--- config.mk ---
export PLATFORM = sky130hd
export DESIGN_NAME = ee_access_ctrl
export DESIGN_NICKNAME = d
export VERILOG_FILES = /design/src/rtl/ee_access_ctrl.sv
export SDC_FILE = /design/constraint.sdc
export NUM_CORES = 1
export LEC_CHECK = 0
export CAP_MARGIN = 10
export CORE_MARGIN = 2
export CORE_UTILIZATION = 52
export CTS_CLUSTER_SIZE = 40
export DETAILED_ROUTE_END_ITERATION = 10
export GPL_TIMING_DRIVEN = 0
export PLACE_DENSITY_LB_ADDON = 0.12
export REMOVE_ABC_BUFFERS = 1
export SLEW_MARGIN = 20
export SYNTH_ARGS = -nofsm -noshare
export SYNTH_HDL_FRONTEND = slang
export SYNTH_SLANG_ARGS = --single-unit
export TNS_END_PERCENT = 50
--- constraint.sdc ---
create_clock -name CLK1D92 -period 4.65 [get_ports CLK1D92]
set_input_delay 0.93 -clock CLK1D92 [delete_from_list [all_inputs] [get_ports CLK1D92]]
set_output_delay 0.93 -clock CLK1D92 [all_outputs]
set_load 0.02 [all_outputs]
--- src/rtl/ee_access_ctrl.sv ---
// ee_access_ctrl
//   Baseband-side initiator for the S018EE1KX16 EEPROM macro (64 x 16).
//   Turns single-word read/write requests into CEN/OEN/WEN/A/DBI/RD_CLK
//   sequencing, captures DBO on reads, and tracks the READY busy window on
//   writes. Every output is a flop, so WEN and RD_CLK cannot glitch.
//
// Ports
//   CLK1D92, RSTN       : 1.92 MHz clock, async active-low reset
//   req_rd, req_wr      : single-word requests, sampled only in IDLE (write wins)
//   req_addr, req_wdata : request address / write data
//   busy                : FSM is not in IDLE
//   rdata, rdata_vld    : captured read word / one-cycle update pulse
//   wr_done, wr_err     : write completion pulse / timeout flag (with wr_done)
//   A, CEN, OEN, WEN    : macro address and active-low strobes
//   DBI, RD_CLK         : macro write data / read clock
//   DBO, READY          : macro read data / write-ready (low = programming)

module ee_access_ctrl #(
    parameter int unsigned AW       = 6,
    parameter int unsigned DW       = 16,
    parameter int unsigned FALL_WIN = 511,
    parameter int unsigned BUSY_MAX = 16383
) (
    input  logic          CLK1D92,
    input  logic          RSTN,
    input  logic          req_rd,
    input  logic          req_wr,
    input  logic [AW-1:0] req_addr,
    input  logic [DW-1:0] req_wdata,
    output logic          busy,
    output logic [DW-1:0] rdata,
    output logic          rdata_vld,
    output logic          wr_done,
    output logic          wr_err,
    output logic [AW-1:0] A,
    output logic          CEN,
    output logic          OEN,
    output logic          WEN,
    output logic [DW-1:0] DBI,
    output logic          RD_CLK,
    input  logic [DW-1:0] DBO,
    input  logic          READY
);

    localparam int unsigned CW = 14;
    localparam logic [CW-1:0] FALL_WIN_C = CW'(FALL_WIN);
    localparam logic [CW-1:0] BUSY_MAX_C = CW'(BUSY_MAX);

    localparam logic [3:0] S_IDLE     = 4'd0;
    localparam logic [3:0] S_RD_SET   = 4'd1;
    localparam logic [3:0] S_RD_CLK_H = 4'd2;
    localparam logic [3:0] S_RD_CAP   = 4'd3;
    localparam logic [3:0] S_WR_SET   = 4'd4;
    localparam logic [3:0] S_WR_PULSE = 4'd5;
    localparam logic [3:0] S_WR_WLOW  = 4'd6;
    localparam logic [3:0] S_WR_WHIGH = 4'd7;
    localparam logic [3:0] S_WR_END   = 4'd8;

    logic [3:0]    state_q, state_d;
    logic [CW-1:0] cnt_q, cnt_d, cnt_inc;
    logic [AW-1:0] a_q, a_d;
    logic [DW-1:0] dbi_q, dbi_d;
    logic [DW-1:0] rdata_q, rdata_d;
    logic          cen_q, cen_d;
    logic          oen_q, oen_d;
    logic          wen_q, wen_d;
    logic          rdclk_q, rdclk_d;
    logic          rdata_vld_q, rdata_vld_d;
    logic          wr_done_q, wr_done_d;
    logic          wr_err_q, wr_err_d;
    logic          tmo_q, tmo_d;

    // Saturating increment: the counter never wraps past BUSY_MAX.
    assign cnt_inc = (cnt_q == BUSY_MAX_C) ? cnt_q : cnt_q + {{(CW-1){1'b0}}, 1'b1};

    always_comb begin
        state_d     = state_q;
        cnt_d       = cnt_q;
        a_d         = a_q;
        dbi_d       = dbi_q;
        rdata_d     = rdata_q;
        cen_d       = cen_q;
        oen_d       = oen_q;
        wen_d       = wen_q;
        rdclk_d     = rdclk_q;
        rdata_vld_d = 1'b0;
        wr_done_d   = 1'b0;
        wr_err_d    = 1'b0;
        tmo_d       = tmo_q;

        case (state_q)
            S_IDLE: begin
                if (req_wr) begin
                    a_d     = req_addr;
                    dbi_d   = req_wdata;
                    cen_d   = 1'b0;
                    oen_d   = 1'b1;
                    tmo_d   = 1'b0;
                    state_d = S_WR_SET;
                end else if (req_rd) begin
                    a_d     = req_addr;
                    cen_d   = 1'b0;
                    oen_d   = 1'b0;
                    state_d = S_RD_SET;
                end
            end
            S_RD_SET: begin
                rdclk_d = 1'b1;
                state_d = S_RD_CLK_H;
            end
            S_RD_CLK_H: begin
                rdclk_d = 1'b0;
                state_d = S_RD_CAP;
            end
            S_RD_CAP: begin
                rdata_d     = DBO;
                rdata_vld_d = 1'b1;
                cen_d       = 1'b1;
                oen_d       = 1'b1;
                state_d     = S_IDLE;
            end
            S_WR_SET: begin
                wen_d   = 1'b0;
                state_d = S_WR_PULSE;
            end
            S_WR_PULSE: begin
                wen_d   = 1'b1;
                cnt_d   = '0;
                state_d = S_WR_WLOW;
            end
            // Waiting for the macro to start programming; a write that never
            // drops READY within the window is taken as already complete.
            S_WR_WLOW: begin
                if (!READY) begin
                    cnt_d   = '0;
                    state_d = S_WR_WHIGH;
                end else begin
                    cnt_d = cnt_inc;
                    if (cnt_inc == FALL_WIN_C) begin
                        state_d = S_WR_END;
                    end
                end
            end
            S_WR_WHIGH: begin
                cnt_d = cnt_inc;
                if (READY) begin
                    state_d = S_WR_END;
                end else if (cnt_inc == BUSY_MAX_C) begin
                    tmo_d   = 1'b1;
                    state_d = S_WR_END;
                end
            end
            S_WR_END: begin
                wr_done_d = 1'b1;
                wr_err_d  = tmo_q;
                cen_d     = 1'b1;
                state_d   = S_IDLE;
            end
            default: begin
                cen_d   = 1'b1;
                oen_d   = 1'b1;
                wen_d   = 1'b1;
                rdclk_d = 1'b0;
                state_d = S_IDLE;
            end
        endcase
    end

    always_ff @(posedge CLK1D92 or negedge RSTN) begin
        if (!RSTN) begin
            state_q     <= S_IDLE;
            cnt_q       <= '0;
            a_q         <= '0;
            dbi_q       <= '0;
            rdata_q     <= '0;
            cen_q       <= 1'b1;
            oen_q       <= 1'b1;
            wen_q       <= 1'b1;
            rdclk_q     <= 1'b0;
            rdata_vld_q <= 1'b0;
            wr_done_q   <= 1'b0;
            wr_err_q    <= 1'b0;
            tmo_q       <= 1'b0;
        end else begin
            state_q     <= state_d;
            cnt_q       <= cnt_d;
            a_q         <= a_d;
            dbi_q       <= dbi_d;
            rdata_q     <= rdata_d;
            cen_q       <= cen_d;
            oen_q       <= oen_d;
            wen_q       <= wen_d;
            rdclk_q     <= rdclk_d;
            rdata_vld_q <= rdata_vld_d;
            wr_done_q   <= wr_done_d;
            wr_err_q    <= wr_err_d;
            tmo_q       <= tmo_d;
        end
    end

    assign busy      = (state_q != S_IDLE);
    assign rdata     = rdata_q;
    assign rdata_vld = rdata_vld_q;
    assign wr_done   = wr_done_q;
    assign wr_err    = wr_err_q;
    assign A         = a_q;
    assign CEN       = cen_q;
    assign OEN       = oen_q;
    assign WEN       = wen_q;
    assign DBI       = dbi_q;
    assign RD_CLK    = rdclk_q;

endmodule

==> flow_results.xml, run 1 <==
<?xml version="1.0" encoding="UTF-8"?>
<metrics>
  <group name="floorplanning">
    <metric name="overall_die_area" unit="mm²">0.00676</metric>
    <metric name="boundaryPins" unit="">89</metric>
    <metric name="floorplan.initialDensity" unit="%">53.7</metric>
    <metric name="dieWidth" unit="µm">82.2</metric>
    <metric name="die_h" unit="µm">82.2</metric>
    <metric name="row_count" unit="">28</metric>
    <metric name="core_area" unit="mm²">0.00592</metric>
  </group>
  <group name="cts">
    <metric name="tritoncts.num_buffers" unit="">9</metric>
    <metric name="post_cts.resized_instances" unit="">0</metric>
    <metric name="clock_insertion_delay_at_the_later_pin_of_the_skew_report" unit="ns">0.33</metric>
    <metric name="tritoncts_clock_tree" unit="">yes</metric>
    <metric name="cts.path.max_buffers" unit="">2</metric>
    <metric name="cts.htree.levels" unit="">3</metric>
    <metric name="post_cts.repair.setup_buffers" unit="">0</metric>
    <metric name="clkTransAtPathRegs" unit="ns">0.08</metric>
    <metric name="cts_hold_buf" unit="">0</metric>
    <metric name="cts.sinks" unit="">64</metric>
    <metric name="cts-root-buf" unit="">sky130_fd_sc_hd__clkbuf_8</metric>
  </group>
  <group name="route">
    <metric name="drt_pre_antenna_iters" unit="">4</metric>
    <metric name="detail_route.vias_per_cell" unit="">5.57</metric>
    <metric name="count_of_vias_placed_by_the_detailed_router" unit="">2514</metric>
    <metric name="drcViolationCount" unit="">0</metric>
    <metric name="routed_wire_length_per_instance" unit="µm">16.0</metric>
    <metric name="route.antenna.remaining_nets" unit="">0</metric>
    <metric name="dr.first_iter.drc_count" unit="">122</metric>
    <metric name="detail_route.wirelength" unit="mm">7.20</metric>
  </group>
  <group name="power_and_ir_drop">
    <metric name="power_switching_share" unit="%">38.1</metric>
    <metric name="power.switching" unit="µW">1010</metric>
    <metric name="cell_leakage_power" unit="µW">0.00175</metric>
    <metric name="power_frac_comb" unit="%">47.6</metric>
    <metric name="fin_total_pwr" unit="µW">2650</metric>
    <metric name="seq_power_share" unit="%">36.0</metric>
    <metric name="maximum_vdd_drop" unit="mV">0.465</metric>
    <metric name="pwr_density_cell" unit="mW/mm²">621</metric>
    <metric name="power_report.internal_total" unit="µW">1640</metric>
    <metric name="p_clk_share" unit="%">16.4</metric>
  </group>
  <group name="global_route">
    <metric name="grt_remaining_overflow" unit="">0</metric>
    <metric name="grt_first_pass_wirelength" unit="mm">11.2</metric>
    <metric name="antenna_violations_before_repair" unit="">0</metric>
    <metric name="grt_max_degree" unit="">50</metric>
    <metric name="number_of_global_route_vias_before_repair" unit="">2350</metric>
    <metric name="grt_util_all_layers" unit="%">21.9</metric>
  </group>
  <group name="logic_synthesis">
    <metric name="synth-simple-area-share" unit="%">15.7</metric>
    <metric name="synth_top_family_by_area" unit="">simple AND/OR/NAND/NOR gates</metric>
    <metric name="synthArstFlopShare" unit="%">100</metric>
    <metric name="synth.yosys.seq_area_share" unit="%">50.5</metric>
    <metric name="yosys.cell_types.count" unit="">56</metric>
    <metric name="synth.avg_cell_area" unit="µm²">11.0</metric>
    <metric name="ys_dominant_reg_cell" unit="">sky130_fd_sc_hd__dfrtp_1</metric>
    <metric name="synthesized_area" unit="mm²">0.00318</metric>
    <metric name="yosys_register_bits" unit="">64</metric>
    <metric name="adder_and_majority_cell_fraction_of_the_synthesized_area" unit="%">0.393</metric>
    <metric name="synth_area_leaders" unit="">sky130_fd_sc_hd__dfrtp_1 48%, sky130_fd_sc_hd__mux2_2 13%, sky130_fd_sc_hd__o21ai_0 4.1%</metric>
    <metric name="synth_xor_xnor_area_share" unit="%">0.826</metric>
    <metric name="yosys-top-cells-count" unit="">61 x sky130_fd_sc_hd__dfrtp_1, 38 x sky130_fd_sc_hd__mux2_2, 26 x sky130_fd_sc_hd__o21ai_0, 22 x sky130_fd_sc_hd__nand2_1, 21 x sky130_fd_sc_hd__a21oi_1</metric>
    <metric name="synth-edff-count" unit="">0</metric>
    <metric name="post_synth_mux_area_share" unit="%">14.1</metric>
    <metric name="syn-instance-count" unit="">290</metric>
    <metric name="complex_gate_fraction_of_the_synthesized_area" unit="%">14.9</metric>
    <metric name="netlist.area_leader.share" unit="%">48.0</metric>
    <metric name="synth.largest_area_cell" unit="">sky130_fd_sc_hd__dfrtp_1</metric>
    <metric name="ys.warnings.count" unit="">0</metric>
    <metric name="synth_most_common_cell" unit="">sky130_fd_sc_hd__dfrtp_1</metric>
  </group>
  <group name="timing">
    <metric name="worst_slack" unit="ns">1.50</metric>
    <metric name="finalSetupViolCount" unit="">0</metric>
    <metric name="finClkSkew" unit="ns">0.0119</metric>
    <metric name="relSlewSlack" unit="%">41.6</metric>
    <metric name="final_hold_fails" unit="">0</metric>
    <metric name="final_max_slew_viol_count" unit="">0</metric>
    <metric name="tns" unit="ns">0</metric>
    <metric name="final_period_minus_worst_setup_slack" unit="ns">3.15</metric>
    <metric name="rsz0062_at_grt" unit="">no</metric>
    <metric name="fmaxAchievable" unit="GHz">0.318</metric>
    <metric name="period_share" unit="%">67.7</metric>
    <metric name="timing_worst_slew_pin_value" unit="ns">0.869</metric>
  </group>
  <group name="finish">
    <metric name="layout-drive-gt1-share" unit="%">19.1</metric>
    <metric name="filler_cell_count" unit="">459</metric>
    <metric name="syn_to_final_growth" unit="%">34.1</metric>
    <metric name="antenna_cells" unit="">0</metric>
    <metric name="design.final.nets" unit="">415</metric>
  </group>
  <group name="job">
    <metric name="maxCapViolations" unit="">0</metric>
  </group>
  <group name="setup_path">
    <metric name="setup.worst_path.class" unit="">register to primary output</metric>
    <metric name="start_kind" unit="">register</metric>
    <metric name="worstPathArrival" unit="ns">2.22</metric>
    <metric name="timing.critical_path.fanout_max" unit="">16</metric>
    <metric name="worst-r2r-setup-slack" unit="ns">1.89</metric>
    <metric name="worst_setup_path_end_kind" unit="">primary output</metric>
    <metric name="cp.required" unit="ns">3.72</metric>
  </group>
  <group name="placed_design">
    <metric name="port_buffers" unit="">88</metric>
    <metric name="post-place-ws" unit="ns">1.78</metric>
    <metric name="dpl.hpwl" unit="mm">5.19</metric>
    <metric name="place.gp.congestion" unit="">0.840</metric>
  </group>
  <group name="worst_hold_path">
    <metric name="hold_class" unit="">input port to async pin</metric>
  </group>
  <group name="outcome">
    <metric name="result_of_the_run" unit="">complete, no violations</metric>
  </group>
</metrics>
## layout make-up
cell class | count | area, µm² | share of cell area, %
clock buffer | 10 | 138 | 3.23
timing repair buffer | 89 | 906 | 21.2
clock inverter | 6 | 42.5 | 0.998
multi-input combinational | 202 | 1460 | 34.2
tap | 75 | 93.8 | 2.20
sequential | 64 | 1610 | 37.6
inverter | 5 | 18.8 | 0.440
## final timing paths
| path | from | to | cells after the start |
|---|---|---|---|
| worst max-delay path | state_q[0] | busy | 3 |
| worst min-delay path | RSTN | cnt_q[11] | 1 |
| worst max register to register | cnt_q[0] | state_q[1] | 8 |
| worst min register to register | DBI[6] | DBI[6] | 1 |
| max in group asynchronous | RSTN | state_q[0] | 2 |
| min in group CLK1D92 | DBI[6] | DBI[6] | 1 |
## power by group through the flow
| stage | Clock [µW] | Combinational (µW) | Sequential (µW) |
|---|---|---|---|
| finish | 433 | 1260 | 954 |
| global route | 466 | 1360 | 983 |
| CTS | 438 | 1280 | 953 |
| detailed placement | 0 | 1270 | 963 |
| global placement | 0 | 1250 | 949 |
| floorplan | 0 | 479 | 1180 |
## cells by family (layout without fill, tap and decap cells)
kind of cell,count (synthesis),after routing
and+or+nand+nor,86,86
buffers and inverters,24,110
xor gates and xnor gates,3,3
muxes,40,40
AOI/OAI and AO/OA,72,72
DFF,64,64
adders and majority gates,1,1
## layout by cell type (no fill, tap or decap), drive strengths merged, types with 4 or more instances in the layout
cell and instances:
a21oi 21, a31oi 4, and3 4, clkbuf 10, clkdlybuf4s50 87, dfrtp 61
inv 6, mux2 38, nand2 22, nand3 6, nand4 6, nor2 18
nor3 11, o21ai 27
## registers in the layout (all words and copies together), names as in the netlist
name,flops
RD_CLK,1
OEN,1
wr_err,1
tmo_q,1
WEN,1
state_q,4
cnt_q,14
wr_done,1
rdata,16
A,6
DBI,16
rdata_vld,1
CEN,1
## worst max-delay path, cell delays in order, from the launching register on
cell,delay [ns]
sky130_fd_sc_hd__dfrtp_1,0.56
sky130_fd_sc_hd__nor4_1,0.63
sky130_fd_sc_hd__inv_1,0.14
sky130_fd_sc_hd__clkdlybuf4s50_1,0.57
## metal layers
layer / routed length, µm / track usage (%) / share of wire (%)
met5: 0 / 0 / 0
met2: 3540 / 35.9 / 49
met3: 438 / 5.22 / 6.1
met4: 125 / 7.67 / 1.7
met1: 3100 / 28.4 / 43
## per-stage QoR
stage	hold WS, ns	util [%]	std cells	area, µm²
final	0.460	72.0	451	4260
after global routing	0.470	72.0	451	4260
after CTS	0.464	72.0	451	4260
after detailed placement	0.492	69.0	435	4080
after global placement	0.487	68.6	434	4060
after floorplan	0.484	-	271	3080
(Power assumes the default switching activity.)
==> inputs of run 2 (changes only) <==
--- a/config.mk
+++ b/config.mk
@@ -7,7 +7,7 @@
 export LEC_CHECK = 0
 export CAP_MARGIN = 10
 export CORE_MARGIN = 2
-export CORE_UTILIZATION = 52
+export CORE_UTILIZATION = 43
 export CTS_CLUSTER_SIZE = 40
 export DETAILED_ROUTE_END_ITERATION = 10
 export GPL_TIMING_DRIVEN = 0
==> constraint.sdc (replaced) <==
create_clock -name CLK1D92 -period 2.5 [get_ports CLK1D92]
set_input_delay 0.5 -clock CLK1D92 [delete_from_list [all_inputs] [get_ports CLK1D92]]
set_output_delay 0.5 -clock CLK1D92 [all_outputs]
set_load 0.02 [all_outputs]
==> run 2 against run 1 <==
  * Clock skew is 0.0072 ns lower
  * Utilization is 10 points lower
  * Critical path type unchanged
  * Count of clock-buffer cells in the layout did not move
  * Critical path depth unchanged
  * Register-to-register slack lost 1.7 ns
==> flow_results.xml, run 2 (same netlist as run 1, synthesis figures left out) <==
<?xml version="1.0" encoding="UTF-8"?>
<metrics>
  <group name="route">
    <metric name="dr.first_iter.drc_count" unit="">134</metric>
    <metric name="route.antenna.remaining_nets" unit="">0</metric>
    <metric name="count_of_vias_placed_by_the_detailed_router" unit="">2595</metric>
    <metric name="routed_wire_length_per_instance" unit="µm">15.4</metric>
    <metric name="drt_pre_antenna_iters" unit="">4</metric>
    <metric name="detail_route.vias_per_cell" unit="">5.41</metric>
    <metric name="drcViolationCount" unit="">0</metric>
    <metric name="detail_route.wirelength" unit="mm">7.41</metric>
  </group>
  <group name="setup_path">
    <metric name="path_delay_family" unit="">buffers and inverters</metric>
    <metric name="timing.rr.end" unit="">state_q[1]</metric>
    <metric name="timing.critical_path.fanout_max" unit="">16</metric>
    <metric name="worst_r2r_path_depth" unit="">8</metric>
    <metric name="worst-r2r-setup-slack" unit="ns">0.19</metric>
    <metric name="setup.worst_path.class" unit="">register to primary output</metric>
    <metric name="worst_path_largest_cell_delay" unit="ns">0.56</metric>
    <metric name="timing.critical_path.cells" unit="">nor4_4, inv_1, clkdlybuf4s50_1</metric>
    <metric name="worst_setup_path_end_kind" unit="">primary output</metric>
    <metric name="crit_buf_inv" unit="">2</metric>
    <metric name="critical_path.slowest_cell" unit="">sky130_fd_sc_hd__clkdlybuf4s50_1</metric>
    <metric name="worstPathArrival" unit="ns">1.91</metric>
    <metric name="worstSetupEndpoint" unit="">busy</metric>
    <metric name="start_kind" unit="">register</metric>
    <metric name="cp.required" unit="ns">2.00</metric>
    <metric name="critical_path.startpoint" unit="">state_q[0]</metric>
    <metric name="critical_path.reg2reg.startpoint" unit="">cnt_q[9]</metric>
    <metric name="cp_num_cells" unit="">3</metric>
  </group>
  <group name="placed_design">
    <metric name="dp_cells" unit="">459</metric>
    <metric name="dpl.hpwl" unit="mm">5.18</metric>
    <metric name="port_buffers" unit="">88</metric>
    <metric name="post_dp_cell_area" unit="mm²">0.00411</metric>
    <metric name="place.gp.congestion" unit="">0.801</metric>
  </group>
  <group name="floorplanning">
    <metric name="row_count" unit="">31</metric>
    <metric name="dieWidth" unit="µm">90.0</metric>
    <metric name="floorplan.initialDensity" unit="%">44.1</metric>
    <metric name="die_h" unit="µm">90.0</metric>
    <metric name="core_area" unit="mm²">0.00721</metric>
    <metric name="boundaryPins" unit="">89</metric>
    <metric name="overall_die_area" unit="mm²">0.00810</metric>
  </group>
  <group name="global_route">
    <metric name="grt_util_all_layers" unit="%">18.8</metric>
    <metric name="grt_first_pass_wirelength" unit="mm">12.3</metric>
    <metric name="antenna_violations_before_repair" unit="">0</metric>
    <metric name="grt_remaining_overflow" unit="">0</metric>
    <metric name="grt_max_degree" unit="">49</metric>
    <metric name="number_of_global_route_vias_before_repair" unit="">2451</metric>
  </group>
  <group name="finish">
    <metric name="final_std_cell_area_no_fill" unit="mm²">0.00445</metric>
    <metric name="layout_commonest_cell" unit="">sky130_fd_sc_hd__clkdlybuf4s50_1</metric>
    <metric name="ff_latch_area" unit="mm²">0.00161</metric>
    <metric name="syn_to_final_growth" unit="%">40.0</metric>
    <metric name="design.final.nets" unit="">420</metric>
    <metric name="filler_cell_count" unit="">612</metric>
    <metric name="multi_input_comb_area" unit="mm²">0.00151</metric>
    <metric name="antenna_cells" unit="">0</metric>
    <metric name="post_layout_nonfiller_instances" unit="">480</metric>
    <metric name="most-common-layout-cells" unit="">87 x sky130_fd_sc_hd__clkdlybuf4s50_1, 58 x sky130_fd_sc_hd__dfrtp_1, 38 x sky130_fd_sc_hd__mux2_2</metric>
    <metric name="postLayoutCoreUtil" unit="%">61.7</metric>
    <metric name="layout-drive-gt1-share" unit="%">22.3</metric>
  </group>
  <group name="timing">
    <metric name="rsz0062_at_grt" unit="">no</metric>
    <metric name="period_share" unit="%">96.3</metric>
    <metric name="final_hold_fails" unit="">0</metric>
    <metric name="relSlewSlack" unit="%">41.0</metric>
    <metric name="final_period_minus_worst_setup_slack" unit="ns">2.41</metric>
    <metric name="final.hold.worst_slack" unit="ns">0.0326</metric>
    <metric name="fmaxAchievable" unit="GHz">0.415</metric>
    <metric name="timing_worst_slew_pin_value" unit="ns">0.879</metric>
    <metric name="finalSetupViolCount" unit="">0</metric>
    <metric name="final_max_slew_viol_count" unit="">0</metric>
    <metric name="finClkSkew" unit="ns">0.00471</metric>
  </group>
  <group name="power_and_ir_drop">
    <metric name="cell_leakage_power" unit="µW">0.00181</metric>
    <metric name="p_clk_share" unit="%">21.2</metric>
    <metric name="power_frac_comb" unit="%">44.8</metric>
    <metric name="power_switching_share" unit="%">35.9</metric>
    <metric name="seq_power_share" unit="%">34.0</metric>
    <metric name="pwr_density_cell" unit="mW/mm²">1180</metric>
    <metric name="power.switching" unit="µW">1900</metric>
    <metric name="maximum_vdd_drop" unit="mV">0.657</metric>
    <metric name="power_report.internal_total" unit="µW">3380</metric>
  </group>
  <group name="cts">
    <metric name="tritoncts.num_buffers" unit="">9</metric>
    <metric name="cts.path.max_buffers" unit="">2</metric>
    <metric name="cts-root-buf" unit="">sky130_fd_sc_hd__clkbuf_8</metric>
    <metric name="cts.sinks" unit="">64</metric>
    <metric name="clock_insertion_delay_at_the_later_pin_of_the_skew_report" unit="ns">0.33</metric>
    <metric name="clkTransAtPathRegs" unit="ns">0.07</metric>
    <metric name="tritoncts_clock_tree" unit="">yes</metric>
    <metric name="cts.htree.levels" unit="">3</metric>
  </group>
  <group name="job">
    <metric name="maxCapViolations" unit="">0</metric>
  </group>
  <group name="worst_hold_path">
    <metric name="hold_class" unit="">input port to async pin</metric>
  </group>
  <group name="outcome">
    <metric name="result_of_the_run" unit="">complete, no violations</metric>
  </group>
</metrics>
-- run 2: power by group through the flow --
stage | Sequential, µW | Combinational (µW) | Clock, µW
2_1_floorplan | 2190 | 891 | 0
6_report | 1800 | 2360 | 1120
3_5_place_dp | 1790 | 2360 | 0
3_3_place_gp | 1770 | 2340 | 0
4_1_cts | 1790 | 2390 | 1140
5_1_grt | 1860 | 2530 | 1190
-- run 2: repair_timing --
item	4_1_cts	5_1_grt
setup endpoints to repair	6	6
setup buffers	5	0
hold buffers	0	0
resized for setup	5	6
pin swaps	1	0
-- run 2: how the worst min path moves through the flow --
stage / start / endpoint / cells after the start
after floorplan: RSTN / A[0] / 0
after global placement: DBI[9] / DBI[9] / 1
after detailed placement: RSTN / cnt_q[0] / 1
after CTS: RSTN / A[3] / 1
after global routing: RSTN / A[3] / 1
final: RSTN / cnt_q[11] / 1
-- run 2: final cells by class --
| cell class | instances | share of cell area (%) |
|---|---|---|
| sequential | 64 | 36.1 |
| multi-input combinational | 202 | 33.8 |
| timing repair buffer | 94 | 21.2 |
| clock buffer | 10 | 3.09 |
| tap | 99 | 2.78 |
| clock inverter | 6 | 2.58 |
| inverter | 5 | 0.421 |
-- run 2: layer usage --
| metal | track usage (%) | share of wire (%) |
|---|---|---|
| met1 | 24.2 | 44 |
| met2 | 31.3 | 50 |
| met3 | 4.11 | 5.0 |
| met4 | 6.54 | 1.2 |
| met5 | 0 | 0 |
-- run 2: per-stage QoR --
step / TNS, ns / total power (µW) / setup WS (ns)
2_1_floorplan: 0 / 3080 / 0.155
6_report: 0 / 5280 / 0.0925
3_5_place_dp: -1.08 / 4150 / -0.278
4_1_cts: 0 / 5310 / 0.0106
5_1_grt: 0 / 5580 / 0.0228
3_3_place_gp: -81.45 / 4110 / -1.27
